$ cat src/rtl/alu_pkg.sv
// Shared types for the ALU writeback stage: NZCV flag layout, buffered entry and buffer states.
package alu_pkg;

    localparam int WB_BITS      = 3;
    localparam int WB_ADDR_BITS = 4;

    localparam int FLAG_N = 3;
    localparam int FLAG_Z = 2;
    localparam int FLAG_C = 1;
    localparam int FLAG_V = 0;

    typedef struct packed {
        logic n;
        logic z;
        logic c;
        logic v;
    } flags_t;

    typedef struct packed {
        logic [WB_BITS-1:0]      result;
        flags_t                  flags;
        logic [WB_ADDR_BITS-1:0] rd;
        logic                    wr_en;
        logic                    set_flags;
    } wb_entry_t;

    // Encoding equals the number of entries held.
    typedef enum logic [1:0] {
        ST_EMPTY = 2'd0,
        ST_ONE   = 2'd1,
        ST_FULL  = 2'd2
    } wb_state_t;

    function automatic flags_t to_flags(input logic [3:0] raw);
        flags_t f;
        f.n = raw[FLAG_N];
        f.z = raw[FLAG_Z];
        f.c = raw[FLAG_C];
        f.v = raw[FLAG_V];
        return f;
    endfunction

endpackage

$ cat src/rtl/alu_writeback_stage_if.sv
// ALU-side and register-file-side handshake bundle of the writeback stage.
// retire_count_o exists only when WB_RETIRE_COUNT_EN is defined.
interface alu_writeback_stage_if #(
    parameter int BITS      = 3,
    parameter int ADDR_BITS = 4
);
    logic                 valid_i;
    logic                 ready_o;
    logic [BITS-1:0]      result_i;
    logic [3:0]           flags_i;
    logic [ADDR_BITS-1:0] rd_i;
    logic                 wr_en_i;
    logic                 set_flags_i;

    logic                 valid_o;
    logic                 ready_i;
    logic [BITS-1:0]      wb_data_o;
    logic [ADDR_BITS-1:0] wb_addr_o;
    logic                 wb_we_o;
    logic [3:0]           flags_o;
`ifdef WB_RETIRE_COUNT_EN
    logic [15:0]          retire_count_o;
`endif

    modport slave (
        input  valid_i, result_i, flags_i, rd_i, wr_en_i, set_flags_i, ready_i,
        output ready_o, valid_o, wb_data_o, wb_addr_o, wb_we_o, flags_o
`ifdef WB_RETIRE_COUNT_EN
        , output retire_count_o
`endif
    );

    modport master (
        output valid_i, result_i, flags_i, rd_i, wr_en_i, set_flags_i, ready_i,
        input  ready_o, valid_o, wb_data_o, wb_addr_o, wb_we_o, flags_o
`ifdef WB_RETIRE_COUNT_EN
        , input retire_count_o
`endif
    );

endinterface

$ cat src/rtl/wb_skid_buffer.sv
// Two-entry FIFO of writeback entries; the state register doubles as the occupancy count,
// so ready/valid decode only from registered state.
module wb_skid_buffer
    import alu_pkg::*;
(
    input  logic      clk_i,
    input  logic      rst_n_i,
    input  logic      push_valid_i,
    output logic      push_ready_o,
    input  wb_entry_t push_entry_i,
    output logic      pop_valid_o,
    input  logic      pop_ready_i,
    output wb_entry_t pop_entry_o
);

    wb_state_t r_state;
    wb_state_t w_state_nxt;
    wb_entry_t r_mem [2];
    logic      r_head;
    logic      r_tail;
    logic      w_push;
    logic      w_pop;

    assign push_ready_o = (r_state != ST_FULL);
    assign pop_valid_o  = (r_state != ST_EMPTY);
    assign w_push       = push_valid_i & push_ready_o;
    assign w_pop        = pop_valid_o & pop_ready_i;
    assign pop_entry_o  = r_mem[r_head];

    always_ff @(posedge clk_i or negedge rst_n_i) begin
        if (!rst_n_i) begin
            r_state <= ST_EMPTY;
        end else begin
            r_state <= w_state_nxt;
        end
    end

    always_comb begin
        w_state_nxt = r_state;
        case (r_state)
            ST_EMPTY: begin
                if (w_push) begin
                    w_state_nxt = ST_ONE;
                end else begin
                    w_state_nxt = ST_EMPTY;
                end
            end
            ST_ONE: begin
                if (w_push && !w_pop) begin
                    w_state_nxt = ST_FULL;
                end else if (w_pop && !w_push) begin
                    w_state_nxt = ST_EMPTY;
                end else begin
                    w_state_nxt = ST_ONE;
                end
            end
            ST_FULL: begin
                if (w_pop) begin
                    w_state_nxt = ST_ONE;
                end else begin
                    w_state_nxt = ST_FULL;
                end
            end
            default: w_state_nxt = ST_EMPTY;
        endcase
    end

    // Storage is cleared on reset so the head reads as zero until the first accept.
    always_ff @(posedge clk_i or negedge rst_n_i) begin
        if (!rst_n_i) begin
            r_mem[0] <= '0;
            r_mem[1] <= '0;
            r_head   <= 1'b0;
            r_tail   <= 1'b0;
        end else begin
            if (w_push) begin
                r_mem[r_tail] <= push_entry_i;
                r_tail        <= ~r_tail;
            end
            if (w_pop) begin
                r_head <= ~r_head;
            end
        end
    end

endmodule

$ cat src/rtl/alu_writeback_stage.sv
// ALU writeback stage: skid-buffers ALU results and retires them to the register file and
// the architectural NZCV register. Define WB_RETIRE_COUNT_EN to add a 16-bit retire counter.
module alu_writeback_stage
    import alu_pkg::*;
#(
    parameter int BITS      = WB_BITS,
    parameter int ADDR_BITS = WB_ADDR_BITS
)
(
    input logic                  clk_i,
    input logic                  rst_n_i,
    alu_writeback_stage_if.slave bus
);

    wb_entry_t            w_in_entry;
    wb_entry_t            w_head;
    logic                 w_head_valid;
    logic                 w_ready;
    logic                 w_retire;
    logic [BITS-1:0]      w_head_data;
    logic [ADDR_BITS-1:0] w_head_addr;
    flags_t               r_flags;

    always_comb begin
        w_in_entry           = '0;
        w_in_entry.result    = bus.result_i;
        w_in_entry.flags     = to_flags(bus.flags_i);
        w_in_entry.rd        = bus.rd_i;
        w_in_entry.wr_en     = bus.wr_en_i;
        w_in_entry.set_flags = bus.set_flags_i;
    end

    wb_skid_buffer u_skid (
        .clk_i        (clk_i),
        .rst_n_i      (rst_n_i),
        .push_valid_i (bus.valid_i),
        .push_ready_o (w_ready),
        .push_entry_i (w_in_entry),
        .pop_valid_o  (w_head_valid),
        .pop_ready_i  (bus.ready_i),
        .pop_entry_o  (w_head)
    );

    assign w_retire    = w_head_valid & bus.ready_i;
    assign w_head_data = w_head.result;
    assign w_head_addr = w_head.rd;

    assign bus.ready_o   = w_ready;
    assign bus.valid_o   = w_head_valid;
    assign bus.wb_data_o = w_head_data;
    assign bus.wb_addr_o = w_head_addr;
    assign bus.wb_we_o   = w_retire & w_head.wr_en;
    assign bus.flags_o   = r_flags;

    // Flags commit when the entry retires, never when it is accepted.
    always_ff @(posedge clk_i or negedge rst_n_i) begin
        if (!rst_n_i) begin
            r_flags <= '0;
        end else if (w_retire && w_head.set_flags) begin
            r_flags <= w_head.flags;
        end
    end

`ifdef WB_RETIRE_COUNT_EN
    logic [15:0] r_retire_count;

    always_ff @(posedge clk_i or negedge rst_n_i) begin
        if (!rst_n_i) begin
            r_retire_count <= 16'h0000;
        end else if (w_retire) begin
            r_retire_count <= r_retire_count + 16'd1;
        end
    end

    assign bus.retire_count_o = r_retire_count;
`endif

endmodule

$ cat src/flat_wrapper.sv
// flat-port wrapper written by rule: the top's interface ports become plain ports
module alu_writeback_stage_flat import alu_pkg::*;
#(
    parameter int BITS      = WB_BITS,
    parameter int ADDR_BITS = WB_ADDR_BITS
)
  (clk_i, rst_n_i, bus_valid_i, bus_result_i, bus_flags_i, bus_rd_i, bus_wr_en_i, bus_set_flags_i, bus_ready_i, bus_ready_o, bus_valid_o, bus_wb_data_o, bus_wb_addr_o, bus_wb_we_o, bus_flags_o);
  alu_writeback_stage_if #(.BITS(BITS), .ADDR_BITS(ADDR_BITS)) bus_i ();
  input logic clk_i;
  input logic rst_n_i;
  input wire logic [$bits(bus_i.valid_i)-1:0] bus_valid_i;
  input wire logic [$bits(bus_i.result_i)-1:0] bus_result_i;
  input wire logic [$bits(bus_i.flags_i)-1:0] bus_flags_i;
  input wire logic [$bits(bus_i.rd_i)-1:0] bus_rd_i;
  input wire logic [$bits(bus_i.wr_en_i)-1:0] bus_wr_en_i;
  input wire logic [$bits(bus_i.set_flags_i)-1:0] bus_set_flags_i;
  input wire logic [$bits(bus_i.ready_i)-1:0] bus_ready_i;
  output wire logic [$bits(bus_i.ready_o)-1:0] bus_ready_o;
  output wire logic [$bits(bus_i.valid_o)-1:0] bus_valid_o;
  output wire logic [$bits(bus_i.wb_data_o)-1:0] bus_wb_data_o;
  output wire logic [$bits(bus_i.wb_addr_o)-1:0] bus_wb_addr_o;
  output wire logic [$bits(bus_i.wb_we_o)-1:0] bus_wb_we_o;
  output wire logic [$bits(bus_i.flags_o)-1:0] bus_flags_o;
  assign bus_i.valid_i = bus_valid_i;
  assign bus_i.result_i = bus_result_i;
  assign bus_i.flags_i = bus_flags_i;
  assign bus_i.rd_i = bus_rd_i;
  assign bus_i.wr_en_i = bus_wr_en_i;
  assign bus_i.set_flags_i = bus_set_flags_i;
  assign bus_i.ready_i = bus_ready_i;
  assign bus_ready_o = bus_i.ready_o;
  assign bus_valid_o = bus_i.valid_o;
  assign bus_wb_data_o = bus_i.wb_data_o;
  assign bus_wb_addr_o = bus_i.wb_addr_o;
  assign bus_wb_we_o = bus_i.wb_we_o;
  assign bus_flags_o = bus_i.flags_o;
  alu_writeback_stage #(.BITS(BITS), .ADDR_BITS(ADDR_BITS)) u_core (.clk_i(clk_i), .rst_n_i(rst_n_i), .bus(bus_i));
endmodule
$ cat config.mk
export PLATFORM = sky130hd
export DESIGN_NAME = alu_writeback_stage_flat
export DESIGN_NICKNAME = d
export VERILOG_FILES = /design/src/rtl/alu_pkg.sv /design/src/rtl/alu_writeback_stage_if.sv /design/src/rtl/wb_skid_buffer.sv /design/src/rtl/alu_writeback_stage.sv /design/src/flat_wrapper.sv
export SDC_FILE = /design/constraint.sdc
export NUM_CORES = 1
export LEC_CHECK = 0
export CORE_UTILIZATION = 50
export CTS_BUF_LIST = sky130_fd_sc_hd__clkbuf_8
export DETAILED_ROUTE_END_ITERATION = 8
export DONT_BUFFER_PORTS = 1
export PLACE_DENSITY_LB_ADDON = 0.1
export SLEW_MARGIN = 20
export SYNTH_ARGS = -nofsm -noshare
export SYNTH_HDL_FRONTEND = slang
export SYNTH_HIERARCHICAL = 1
export SYNTH_SLANG_ARGS = --single-unit
$ cat constraint.sdc
create_clock -name clk_i -period 1.6 [get_ports clk_i]
set_input_delay 0.16 -clock clk_i [delete_from_list [all_inputs] [get_ports clk_i]]
set_output_delay 0.16 -clock clk_i [all_outputs]
set_load 0.01 [all_outputs]
# Word-level counts from Yosys, hierarchy flattened
# Index checks and enable logic that the tools add are counted.
[word_totals] elab_cells=55 regBits=34 input_bits=17 out_inout_bits=14
[op_classes] order_cmp=3 reduce_logical=8 n_eq_ne=3 bitwise_logic=7 muxes=11
[op_table] operator="two-way mux 13 bit" n=4
[op_table] operator="bitwise mux 26 bit" n=1
[op_table] operator="demux 13 bit (select 1 bit)" n=1
[op_table] operator="one-hot mux 2 bit (3 select lines)" n=1
[op_table] operator="greater-or-equal comparator 2 bit (second input constant)" n=2
[op_table] operator="logical AND 1 bit" n=4
[op_table] operator="two-way mux 2 bit" n=2
[op_table] operator="inverter 1 -> 2 bit" n=2
[op_table] operator="AND 1 bit" n=3
[op_table] operator="== test 2 x 1 -> 1 bit (second input constant)" n=1
[op_table] operator="== test 2 bit (second input constant)" n=1
[op_table] operator="zero test 1 bit" n=2
[op_table] operator="zero test 2 bit" n=1
[op_table] operator="less-than comparator 2 x 1 -> 1 bit (second input constant)" n=1
[op_table] operator="two-way mux 1 bit" n=2
[op_table] operator="!= test 2 bit (second input constant)" n=1
[op_table] operator="inverter 1 bit" n=2
[op_table] operator="nonzero test 2 bit" n=1

# Longest topological paths before layout
# Gate-level depths: netlist (run 1).
[depth] word_depth=7 mapped_depth=5 depth_no_buf=3

# Cells and area by module
# The synthesis (run 1) kept the hierarchy.
[modules_own_cells] module="wb_skid_buffer" instances=1 area_per_inst_um2=1438.9 cells_per_inst=89 seq_area_each_um2=750.7
[modules_own_cells] module="alu_writeback_stage" instances=1 area_per_inst_um2=162.7 cells_per_inst=10 seq_area_each_um2=100.1

# Least setup slack after synthesis (run 1)
# OpenSTA, ideal clock, no wires.
[synth_timing] path_type="register to register" start="reg u_core.u_skid.r_state[0]" end="reg u_core/u_skid/r_mem[0] in the netlist's numbering" synth_period_minus_slack_ps=1389 arrival_time_ps=1264 n_path_buf=2 t_required_ps=1475 setup_slack_ps=211 setup_time_ps=125 stages_incl_launch_ff=6 path_cell_list="dfrtp_1 nand2b_4 and3_4 buf_6 buf_12 mux2_4"
[synth_via] elab_chain_cells=2
[synth_rtl] element="start, declared" line_no="wb_skid_buffer.sv:16" text="wb_state_t r_state;"
[synth_rtl] element="start signal, assigned" line_no="wb_skid_buffer.sv:34" text="r_state <= w_state_nxt;"
[synth_rtl] element="!= test 2 bit" line_no="wb_skid_buffer.sv:24" text="assign push_ready_o = (r_state != ST_FULL);"
[synth_rtl] element="named net bus_ready_o" line_no="flat_wrapper.sv:18" text="output wire logic [$bits(bus_i.ready_o)-1:0] bus_ready_o;"
[synth_rtl] element="AND 1 bit" line_no="wb_skid_buffer.sv:26" text="assign w_push = push_valid_i & push_ready_o;"
[synth_rtl] element="end signal, assigned by index" line_no="wb_skid_buffer.sv:77" text="r_mem[r_tail] <= push_entry_i;"
[synth_rtl] element="end, declared" line_no="wb_skid_buffer.sv:18" text="wb_entry_t r_mem [2];"
# The timed path passes the listed nets, and every way through them passes these cells.
# A chain may end at the register's enable or synchronous reset.

# Worst setup path after layout (run 1)
[layout_timing] start="reg u_core.u_skid.r_state[1]" end="out bus_wb_we_o"
[layout_via] elab_chain_cells=3
[layout_rtl] element="nonzero test 2 bit" line_no="wb_skid_buffer.sv:25" text="assign pop_valid_o = (r_state != ST_EMPTY);"
[layout_rtl] element="named net bus_valid_o" line_no="flat_wrapper.sv:19" text="output wire logic [$bits(bus_i.valid_o)-1:0] bus_valid_o;"
[layout_rtl] element="AND 1 bit" line_no="alu_writeback_stage.sv:44" text="assign w_retire = w_head_valid & bus.ready_i;"
[layout_rtl] element="AND 1 bit" line_no="alu_writeback_stage.sv:52" text="assign bus.wb_we_o = w_retire & w_head.wr_en;"
[layout_rtl] element="end, declared" line_no="flat_wrapper.sv:22" text="output wire logic [$bits(bus_i.wb_we_o)-1:0] bus_wb_we_o;"
# The timed path passes the listed nets, and every way through them passes these cells.

==> flow_metrics.env, run 1 <==
export IMPL_run_status="completed"
export IMPL_fin_cells=155
export IMPL_portion_of_total_power_attributed_to_the_clock_network_pct=17.8
export IMPL_cts_max_path_buffers=2
export IMPL_shortest_clock_period_the_worst_path_allows_after_layout_ps=1489
export IMPL_cts_htree_levels=2
export IMPL_postSynthAreaPerCell_um2=16.18
export IMPL_floorplan_initialDensity_pct=52.46
export IMPL_synth_seq_cells=34
export IMPL_timing_clock_skew_ps=4.560
export IMPL_p_total_mw=3.599
export IMPL_routedWlPerCell_um=17.79
export IMPL_die_area_um2=3433
export IMPL_cts_sinks=34
export IMPL_place_detailed_hpwl_um=1825
export IMPL_worst_slew_pin_slew_ps=344.5
export IMPL_rsz0062_at_grt="no"
export IMPL_timing_critical_path_required_ps=1440
export IMPL_clk_transition_reported_paths_ps=70
export IMPL_hold_slack_ps=15.87
export IMPL_fraction_of_final_layout_cells_with_drive_strength_greater_than_1_pct=54.05
export IMPL_power_static_leakage_nw=0.7925
export IMPL_max_clock_freq_mhz=671.7
export IMPL_p_seq_share_pct=43.1
export IMPL_firstDrtPassIters=2
export IMPL_tritoncts_num_buffers=5
export IMPL_regToRegStartpoint="u_core/u_skid/r_state[0]"
export IMPL_post_place_cells=143
export IMPL_netSwitchingFraction_pct=29.78
export IMPL_post_synth_inst_count=99
export IMPL_dr_first_iter_drc_count=34
export IMPL_comb_power_share_pct=39.1
export IMPL_total_number_of_yosys_warnings=6
export IMPL_die_h_um=58.60
export IMPL_clock_latency_ps=290
export IMPL_critical_path_endpoint_type="output pin"
export IMPL_critical_path_startpoint_type="register"
export IMPL_post_synth_num_cell_types=19
export IMPL_syn_num_nets=116
export IMPL_filler_cell_count=272
export IMPL_row_count=20
export IMPL_cap_viol_max_count=0
export IMPL_dr_total_vias=821
export IMPL_hold_violations=0
export IMPL_first_global_vias=949
export IMPL_grt_usage_pct=19.50
export IMPL_internal_power_mw=2.527
export IMPL_ir_drop_mv=0.8487
export IMPL_power_switching_mw=1.072
export IMPL_cts_root_buf="clkbuf_8"
export IMPL_cts_tree="yes"
export IMPL_drc_errors=0
export IMPL_post_route_period_util_pct=93.05
export IMPL_crit_path_start="u_core/u_skid/r_state[1]"
export IMPL_initial_antenna_violation_count=0
export IMPL_worst_setup_path_type="register to output pin"
export IMPL_grt_pass1_wl_um=4705
export IMPL_synth_seq_area_share_pct=53.13
export IMPL_final_max_slew_viol_count=0
export IMPL_worst_ep_arrival_time_ps=1330
export IMPL_cellPowerDensity_nw_per_um2=2037
export IMPL_layout_nets=127
export IMPL_coreArea_um2=3053
export IMPL_synth_enable_flop_cells=0
export IMPL_synthArstFlopShare_pct=100.0
export IMPL_mappedNetlistArea_um2=1602
export IMPL_timing_max_slew_rel_slack_pct=76.71
export IMPL_ioPinCount=31
export IMPL_final_setup_viol_count=0
export IMPL_die_width_um=58.60
export IMPL_final_antenna_net_count=0
export IMPL_pin_count_of_the_biggest_net_entering_global_routing=35
export IMPL_grt_overflow=0
export IMPL_fin_setup_tns_ps=0
export IMPL_routed_via_count_divided_by_cell_count=5.297
export IMPL_critPathMaxFanout=5
export IMPL_yosys_most_used_dff="dfrtp_1"
export IMPL_globalplace_congestion=0.6992
export IMPL_portBuffers=0
export IMPL_worst_hold_path_type="primary input to register"
export IMPL_diodes=0
export IMPL_min_from="bus_result_i[2]"
export IMPL_routed_wirelength_um=2757
export IMPL_areaGrowthSynthToFinish_pct=10.31
placed cells by master (no fill, tap or decap), drive strengths merged:
cell	n
dlygate4sd3	2
buf	7
clkbuf	6
nand2b	1
nand3	1
and2b	1
and3b	1
xnor2	2
or2	1
inv	1
nand2	3
a21oi	3
dfrtp	34
nor4b	1
mux2	43
clkinv	1
and3	2
o21ai	1
registers in the layout (all words and copies together) (netlist names):
register / flops
u_core/u_skid/r_state: 2
u_core/u_skid/r_head: 1
u_core/u_skid/r_mem: 26
u_core/bus.flags_o: 4
u_core/u_skid/r_tail: 1
Yosys cell counts, drive strengths merged (2+ instances only):
master	n	area share [%]
xnor2	2	1.1
mux2	43	35
buf	5	4.2
dfrtp	34	53
and3	2	1.2
nand2	3	0.70
a21oi	3	0.94
what timing repair did:
item / in CTS / in global routing
endpoints found under the hold margin: 35 / 0
setup endpoints to repair: 1 / 1
hold buffers: 3 / 0
buffers inserted: 0 / 1
resized for setup: 1 / 0
metal layers:
layer  vias to the layer above  routed length, µm  GRT usage (%)
li1                        370                  -              -
met1                       423               1243          24.42
met2                        20               1303          29.06
met3                         8                136          6.593
met4                         0                 73          12.24
met5                         -                  0              0
final timing paths:
path | to | slack (ps) | cells after the start
max | bus_wb_we_o | 110 | 2
min | u_core/u_skid/r_mem[25] | 20 | 1
max reg2reg | u_core/u_skid/r_mem[10] | 170 | 3
min reg2reg | u_core/u_skid/r_tail | 490 | 1
max in group asynchronous | u_core/u_skid/r_head | 1090 | 2
min in group asynchronous | u_core/u_skid/r_mem[1] | 320 | 2
cells by family after synthesis:
kind of cell	synth area share, %
compound gates	1.249
xor+xnor	1.094
buf+inv	4.218
flops	53.13
mux	34.92
simple gates	5.391
metrics by stage:
step	setup WS, ps	util, %	cell area [µm²]
2_1_floorplan	211.3	-	1602
3_3_place_gp	170.1	53.28	1627
3_5_place_dp	163.7	53.28	1627
4_1_cts	12.99	57.62	1759
6_report	111.3	57.87	1767
5_1_grt	56.90	57.87	1767
power by group through the flow:
stage | combinational, mW | clock (mW) | sequential [mW]
final | 1.41 | 0.640 | 1.55
after CTS | 1.39 | 0.659 | 1.57
after global routing | 1.52 | 0.696 | 1.61
after floorplan | 1.25 | 0 | 1.49
after global placement | 1.32 | 0 | 1.56
after detailed placement | 1.35 | 0 | 1.57
area by class of cell:
| class | count | area (µm²) | share of cell area [%] |
|---|---|---|---|
| Tap cell | 44 | 55.05 | 3.116 |
| Timing Repair Buffer | 9 | 85.08 | 4.816 |
| Clock buffer | 6 | 82.58 | 4.674 |
| Sequential cell | 34 | 852.1 | 48.23 |
| Clock inverter | 2 | 8.758 | 0.4958 |
| Multi-Input combinational cell | 60 | 683.2 | 38.67 |
worst max-delay path, cell delays in order (launching register included):
cell and delay (ps):
dfrtp_1 430, or2_2 370, and3_2 250
Note: power is estimated with default switching activity, not from simulation.
==> run 2, diff against run 1 <==
GPL_ROUTABILITY_DRIVEN = 0   (was default)
RECOVER_POWER = 25   (was default)
==> run 2 against run 1 <==
  * Largest power group unchanged
  * Fmax is essentially flat
  * Cell area shrank 0.85%
  * Sequential share of layout area grew 0.41 points
  * Critical path depth is the same
  * Register-to-register slack is essentially flat
  * Non-clock buffer count is the same
  * Sequential power is essentially flat
  * Hold slack is essentially flat
  * Flip-flop and latch count is the same
  * Die area is the same
  * Setup slack is essentially flat
==> flow_metrics.env, run 2 (synthesized netlist as in run 1, its figures left out) <==
export IMPL_grt_overflow=0
export IMPL_whs_path_depth=1
export IMPL_die_h_um=58.60
export IMPL_power_switching_mw=1.071
export IMPL_grt_usage_pct=19.50
export IMPL_critical_path_top_delay_family="simple AND/OR/NAND/NOR gates"
export IMPL_largest_register_ffs=26
export IMPL_routed_wirelength_um=2756
export IMPL_coreArea_um2=3053
export IMPL_first_global_vias=949
export IMPL_commonest_non_fill_non_tap_cells_in_the_layout="33 x dfrtp_1, 20 x mux2_4, 19 x mux2_2"
export IMPL_power_static_leakage_nw=0.7873
export IMPL_routedWlPerCell_um=17.78
export IMPL_drc_errors=0
export IMPL_path_cells="or2_2 -> and3_2"
export IMPL_post_route_period_util_pct=93.04
export IMPL_critPathMaxFanout=5
export IMPL_cts_root_buf="clkbuf_8"
export IMPL_firstDrtPassIters=2
export IMPL_multi_input_logic_area_um2=683.2
export IMPL_hold_violations=0
export IMPL_portion_of_total_power_attributed_to_the_clock_network_pct=17.8
export IMPL_place_detailed_hpwl_um=1825
export IMPL_worst_hold_path_type="primary input to register"
export IMPL_cts_sinks=34
export IMPL_cap_viol_max_count=0
export IMPL_cellPowerDensity_nw_per_um2=2052
export IMPL_hold_slack_ps=15.72
export IMPL_critical_path_startpoint_type="register"
export IMPL_comb_power_share_pct=39.0
export IMPL_routed_via_count_divided_by_cell_count=5.316
export IMPL_post_place_cells=143
export IMPL_final_max_slew_viol_count=0
export IMPL_clock_latency_ps=290
export IMPL_areaGrowthSynthToFinish_pct=9.375
export IMPL_grt_pass1_wl_um=4705
export IMPL_timing_max_slew_rel_slack_pct=44.72
export IMPL_run_status="completed"
export IMPL_max_clock_freq_mhz=671.7
export IMPL_dr_total_vias=824
export IMPL_portBuffers=0
export IMPL_seqCellArea_um2=852.1
export IMPL_critical_path_reg2reg_endpoint="u_core/u_skid/r_mem[10]"
export IMPL_fraction_of_final_layout_cells_with_drive_strength_greater_than_1_pct=54.05
export IMPL_timing_clock_skew_ps=4.559
export IMPL_mostFrequentLayoutCell="dfrtp_1"
export IMPL_filler_cell_count=274
export IMPL_worst_slew_pin_slew_ps=829.2
export IMPL_layout_nets=127
export IMPL_row_count=20
export IMPL_p_total_mw=3.594
export IMPL_dr_first_iter_drc_count=34
export IMPL_internal_power_mw=2.523
export IMPL_worst_setup_path_type="register to output pin"
export IMPL_ir_drop_mv=0.8487
export IMPL_die_area_um2=3433
export IMPL_reg2reg_setup_slack_ps=170
export IMPL_final_antenna_net_count=0
export IMPL_floorplan_initialDensity_pct=52.46
export IMPL_fin_cells=155
export IMPL_rsz0062_at_grt="no"
export IMPL_regToRegStartpoint="u_core/u_skid/r_state[0]"
export IMPL_final_setup_viol_count=0
export IMPL_length_in_cells_of_the_worst_reg_to_reg_path=3
export IMPL_crit_buf_inv=0
export IMPL_cts_htree_levels=2
export IMPL_cp_slowest_stage_delay_ps=430
export IMPL_pin_count_of_the_biggest_net_entering_global_routing=35
export IMPL_initial_antenna_violation_count=0
export IMPL_diodes=0
export IMPL_timing_critical_path_required_ps=1440
export IMPL_min_from="bus_result_i[2]"
export IMPL_worst_ep_arrival_time_ps=1330
export IMPL_max_flop_register="u_core/u_skid/r_mem"
export IMPL_clk_transition_reported_paths_ps=70
export IMPL_critical_path_endpoint_type="output pin"
export IMPL_tritoncts_num_buffers=5
export IMPL_ioPinCount=31
export IMPL_cts_tree="yes"
export IMPL_cts_max_path_buffers=2
export IMPL_fin_setup_tns_ps=0
export IMPL_netSwitchingFraction_pct=29.81
export IMPL_shortest_clock_period_the_worst_path_allows_after_layout_ps=1489
export IMPL_hold_path_end="u_core/u_skid/r_mem[25]"
export IMPL_die_width_um=58.60
export IMPL_crit_path_top_delay_cell="dfrtp_1"
export IMPL_p_seq_share_pct=43.2
-- run 2: changes by cell type in the layout (fill, tap and decap cells not counted) --
| cell | change |
|---|---|
| clkbuf_2 | +1 |
| buf_12 | -1 |
-- run 2: worst register-to-register path: stages (launching register included) --
cell,delay [ps]
dfrtp_1,400
nand2b_4,190
and3_4,370
mux2_2,370
-- run 2: cell type report --
cell class,instances,area share [%]
clock buffer,6,4.714
clock inverter,2,0.5000
multi-input combinational,60,39.00
sequential,34,48.64
tap,44,3.143
timing repair buffer,9,4.000
-- run 2: through the flow --
step	setup WS [ps]	cell area (µm²)	util [%]
2_1_floorplan	211.3	1602	-
3_3_place_gp	170.1	1627	53.28
3_5_place_dp	163.7	1627	53.28
4_1_cts	12.99	1759	57.62
5_1_grt	56.90	1752	57.38
6_report	111.3	1752	57.38
-- run 2: per-layer routing --
metal  up-vias  part of all wire, %  global-route usage [%]
met5         -                    0                       0
met4         0                  2.6                   12.24
li1        370                    -                       -
met2        20                   47                   29.06
met3         8                  4.9                   6.593
met1       426                   45                   24.42
-- run 2: worst max path at each step --
| stage | startpoint | to | slack, ps | cells past startpoint |
|---|---|---|---|---|
| 2_1_floorplan | u_core/u_skid/r_state[0] | u_core/u_skid/r_mem[0] | 210 | 5 |
| 3_3_place_gp | u_core/u_skid/r_head | u_core/bus.flags_o[3] | 170 | 3 |
| 3_5_place_dp | u_core/u_skid/r_state[0] | u_core/u_skid/r_mem[4] | 160 | 3 |
| 4_1_cts | u_core/u_skid/r_head | bus_wb_we_o | 10 | 3 |
| 5_1_grt | u_core/u_skid/r_state[0] | bus_wb_we_o | 60 | 2 |
| 6_report | u_core/u_skid/r_state[1] | bus_wb_we_o | 110 | 2 |
-- run 2: power groups by stage --
| stage | combinational [mW] | sequential (mW) | clock (mW) |
|---|---|---|---|
| final | 1.40 | 1.55 | 0.640 |
| after CTS | 1.39 | 1.57 | 0.659 |
| after global routing | 1.52 | 1.61 | 0.696 |
| after global placement | 1.32 | 1.56 | 0 |
| after detailed placement | 1.35 | 1.57 | 0 |
| after floorplan | 1.25 | 1.49 | 0 |
-- run 2: repair_timing --
action,in CTS,in global routing
hold endpoints to repair,35,0
buffers inserted,0,1
resized for setup,1,0
cloned,0,0
endpoints found under the setup margin,1,1
hold buffers,3,0
==> run 3, diff against run 2 <==
ABC_CLOCK_PERIOD_IN_PS = 1600   (was default)
RECOVER_POWER = 100   (was 25)
==> run 3 against run 2 <==
  * Via count down 0.61%
  * Wire length down 3.1%
  * Critical path depth up 1
  * Die area unchanged
  * Flip-flop and latch count unchanged
  * Clock power about the same
  * Register-to-register slack about the same
  * Global-route usage unchanged
  * Core utilization down 2.1 points
  * First-iteration DRC count down 29%
  * Critical path type unchanged
  * Highest routed layer unchanged
==> flow_metrics.env, run 3 (synthesized netlist as in run 1, its figures left out) <==
export IMPL_ioPinCount=31
export IMPL_cts_max_path_buffers=2
export IMPL_cts_root_buf="clkbuf_8"
export IMPL_ir_drop_mv=0.8232
export IMPL_postPlaceCellArea_um2=1627
export IMPL_timing_max_slew_rel_slack_pct=45.44
export IMPL_worst_ep_arrival_time_ps=1350
export IMPL_drc_errors=0
export IMPL_grt_usage_pct=19.50
export IMPL_portBuffers=0
export IMPL_rsz0062_at_grt="no"
export IMPL_diodes=0
export IMPL_crit_path_start="u_core/u_skid/r_head"
export IMPL_final_setup_viol_count=0
export IMPL_dr_total_vias=819
export IMPL_coreArea_um2=3053
export IMPL_min_from="bus_rd_i[3]"
export IMPL_first_global_vias=949
export IMPL_largest_register_ffs=26
export IMPL_met3_wire_len_um=140
export IMPL_grt_pass1_wl_um=4705
export IMPL_power_static_leakage_nw=0.7308
export IMPL_cellPowerDensity_nw_per_um2=1966
export IMPL_final_antenna_net_count=0
export IMPL_timing_critical_path_required_ps=1440
export IMPL_shortest_clock_period_the_worst_path_allows_after_layout_ps=1508
export IMPL_cts_tree="yes"
export IMPL_clk_transition_reported_paths_ps=70
export IMPL_clock_latency_ps=280
export IMPL_route_layer_met1_wl_um=1176
export IMPL_hold_violations=0
export IMPL_critical_path_startpoint_type="register"
export IMPL_die_width_um=58.60
export IMPL_max_clock_freq_mhz=663.3
export IMPL_final_area_um2=1687
export IMPL_floorplan_initialDensity_pct=52.46
export IMPL_firstDrtPassIters=2
export IMPL_place_detailed_hpwl_um=1825
export IMPL_critical_path_endpoint_type="output pin"
export IMPL_hold_slack_ps=3.082
export IMPL_initial_antenna_violation_count=0
export IMPL_routed_via_count_divided_by_cell_count=5.284
export IMPL_met2_layer_wire_length_in_the_routed_design_um=1279
export IMPL_commonest_non_fill_non_tap_cells_in_the_layout="33 x dfrtp_1, 28 x mux2_1, 12 x mux2_2"
export IMPL_cts_htree_levels=2
export IMPL_die_area_um2=3433
export IMPL_worst_slew_pin_slew_ps=818.4
export IMPL_timing_clock_skew_ps=4.275
export IMPL_layout_nets=127
export IMPL_routed_wirelength_um=2670
export IMPL_run_status="completed"
export IMPL_regToRegStartpoint="u_core/u_skid/r_state[1]"
export IMPL_topRoutingLayerUsed="met4"
export IMPL_post_route_period_util_pct=94.22
export IMPL_die_h_um=58.60
export IMPL_row_count=20
export IMPL_grt_overflow=0
export IMPL_fin_setup_tns_ps=0
export IMPL_pin_count_of_the_biggest_net_entering_global_routing=35
export IMPL_routedWlPerCell_um=17.23
export IMPL_mostFrequentLayoutCell="dfrtp_1"
export IMPL_cts_sinks=34
export IMPL_tritoncts_num_buffers=5
export IMPL_critPathMaxFanout=5
export IMPL_cap_viol_max_count=0
export IMPL_p_total_mw=3.317
export IMPL_worst_setup_path_type="register to output pin"
export IMPL_worst_hold_path_type="primary input to register"
export IMPL_fraction_of_final_layout_cells_with_drive_strength_greater_than_1_pct=31.53
export IMPL_dr_first_iter_drc_count=24
export IMPL_areaGrowthSynthToFinish_pct=5.313
export IMPL_final_max_slew_viol_count=0
export IMPL_max_flop_register="u_core/u_skid/r_mem"
==> run 3: routing by layer <==
layer,up-vias,GRT usage [%]
met2,20,29.06
met3,8,6.593
li1,373,-
met5,-,0
met1,418,24.42
met4,0,12.24
==> run 3: worst max-delay path, cell delays in order, from the launching register on <==
cell	delay [ps]
dfrtp_2	400
buf_4	150
buf_4	150
mux2_1	360
==> run 3: where the power goes <==
part	switching (mW)	internal, mW
clock network	0.298	0.340
logic	0.483	0.661
registers	0.248	1.29
==> run 3: final timing paths <==
kind / endpoint / slack, ps / cells after the start
setup / recovery: bus_wb_addr_o[2] / 90 / 3
hold / removal: u_core/u_skid/r_mem[5] / 3 / 1
setup reg to reg: u_core/bus.flags_o[0] / 180 / 3
hold reg to reg: u_core/u_skid/r_mem[23] / 480 / 1
max in group asynchronous: u_core/u_skid/r_head / 520 / 2
min in group asynchronous: u_core/u_skid/r_mem[25] / 510 / 2
==> run 3: stage by stage <==
| step | utilization [%] | cells | setup slack (ps) |
|---|---|---|---|
| 2_1_floorplan | - | 99 | 211.3 |
| 3_3_place_gp | 53.28 | 143 | 170.1 |
| 3_5_place_dp | 53.28 | 143 | 163.7 |
| 4_1_cts | 57.62 | 154 | 12.99 |
| 5_1_grt | 55.25 | 155 | 48.05 |
| 6_report | 55.25 | 155 | 92.41 |
==> run 3: timing repair <==
action / in CTS / in global routing
resized for setup: 1 / 0
setup endpoints to repair: 1 / 1
buffers inserted: 0 / 1
hold buffers: 3 / 0
hold endpoints to repair: 35 / 0
==> run 3: cell type report <==
class                   instances  area [µm²]
multi-input cells              60       618.1
repair buffers                  9       70.07
flip-flops and latches         34       852.1
well taps                      44       55.05
fillers                       295        1366
clock inverters                 2       8.758
clock buffers                   6       82.58
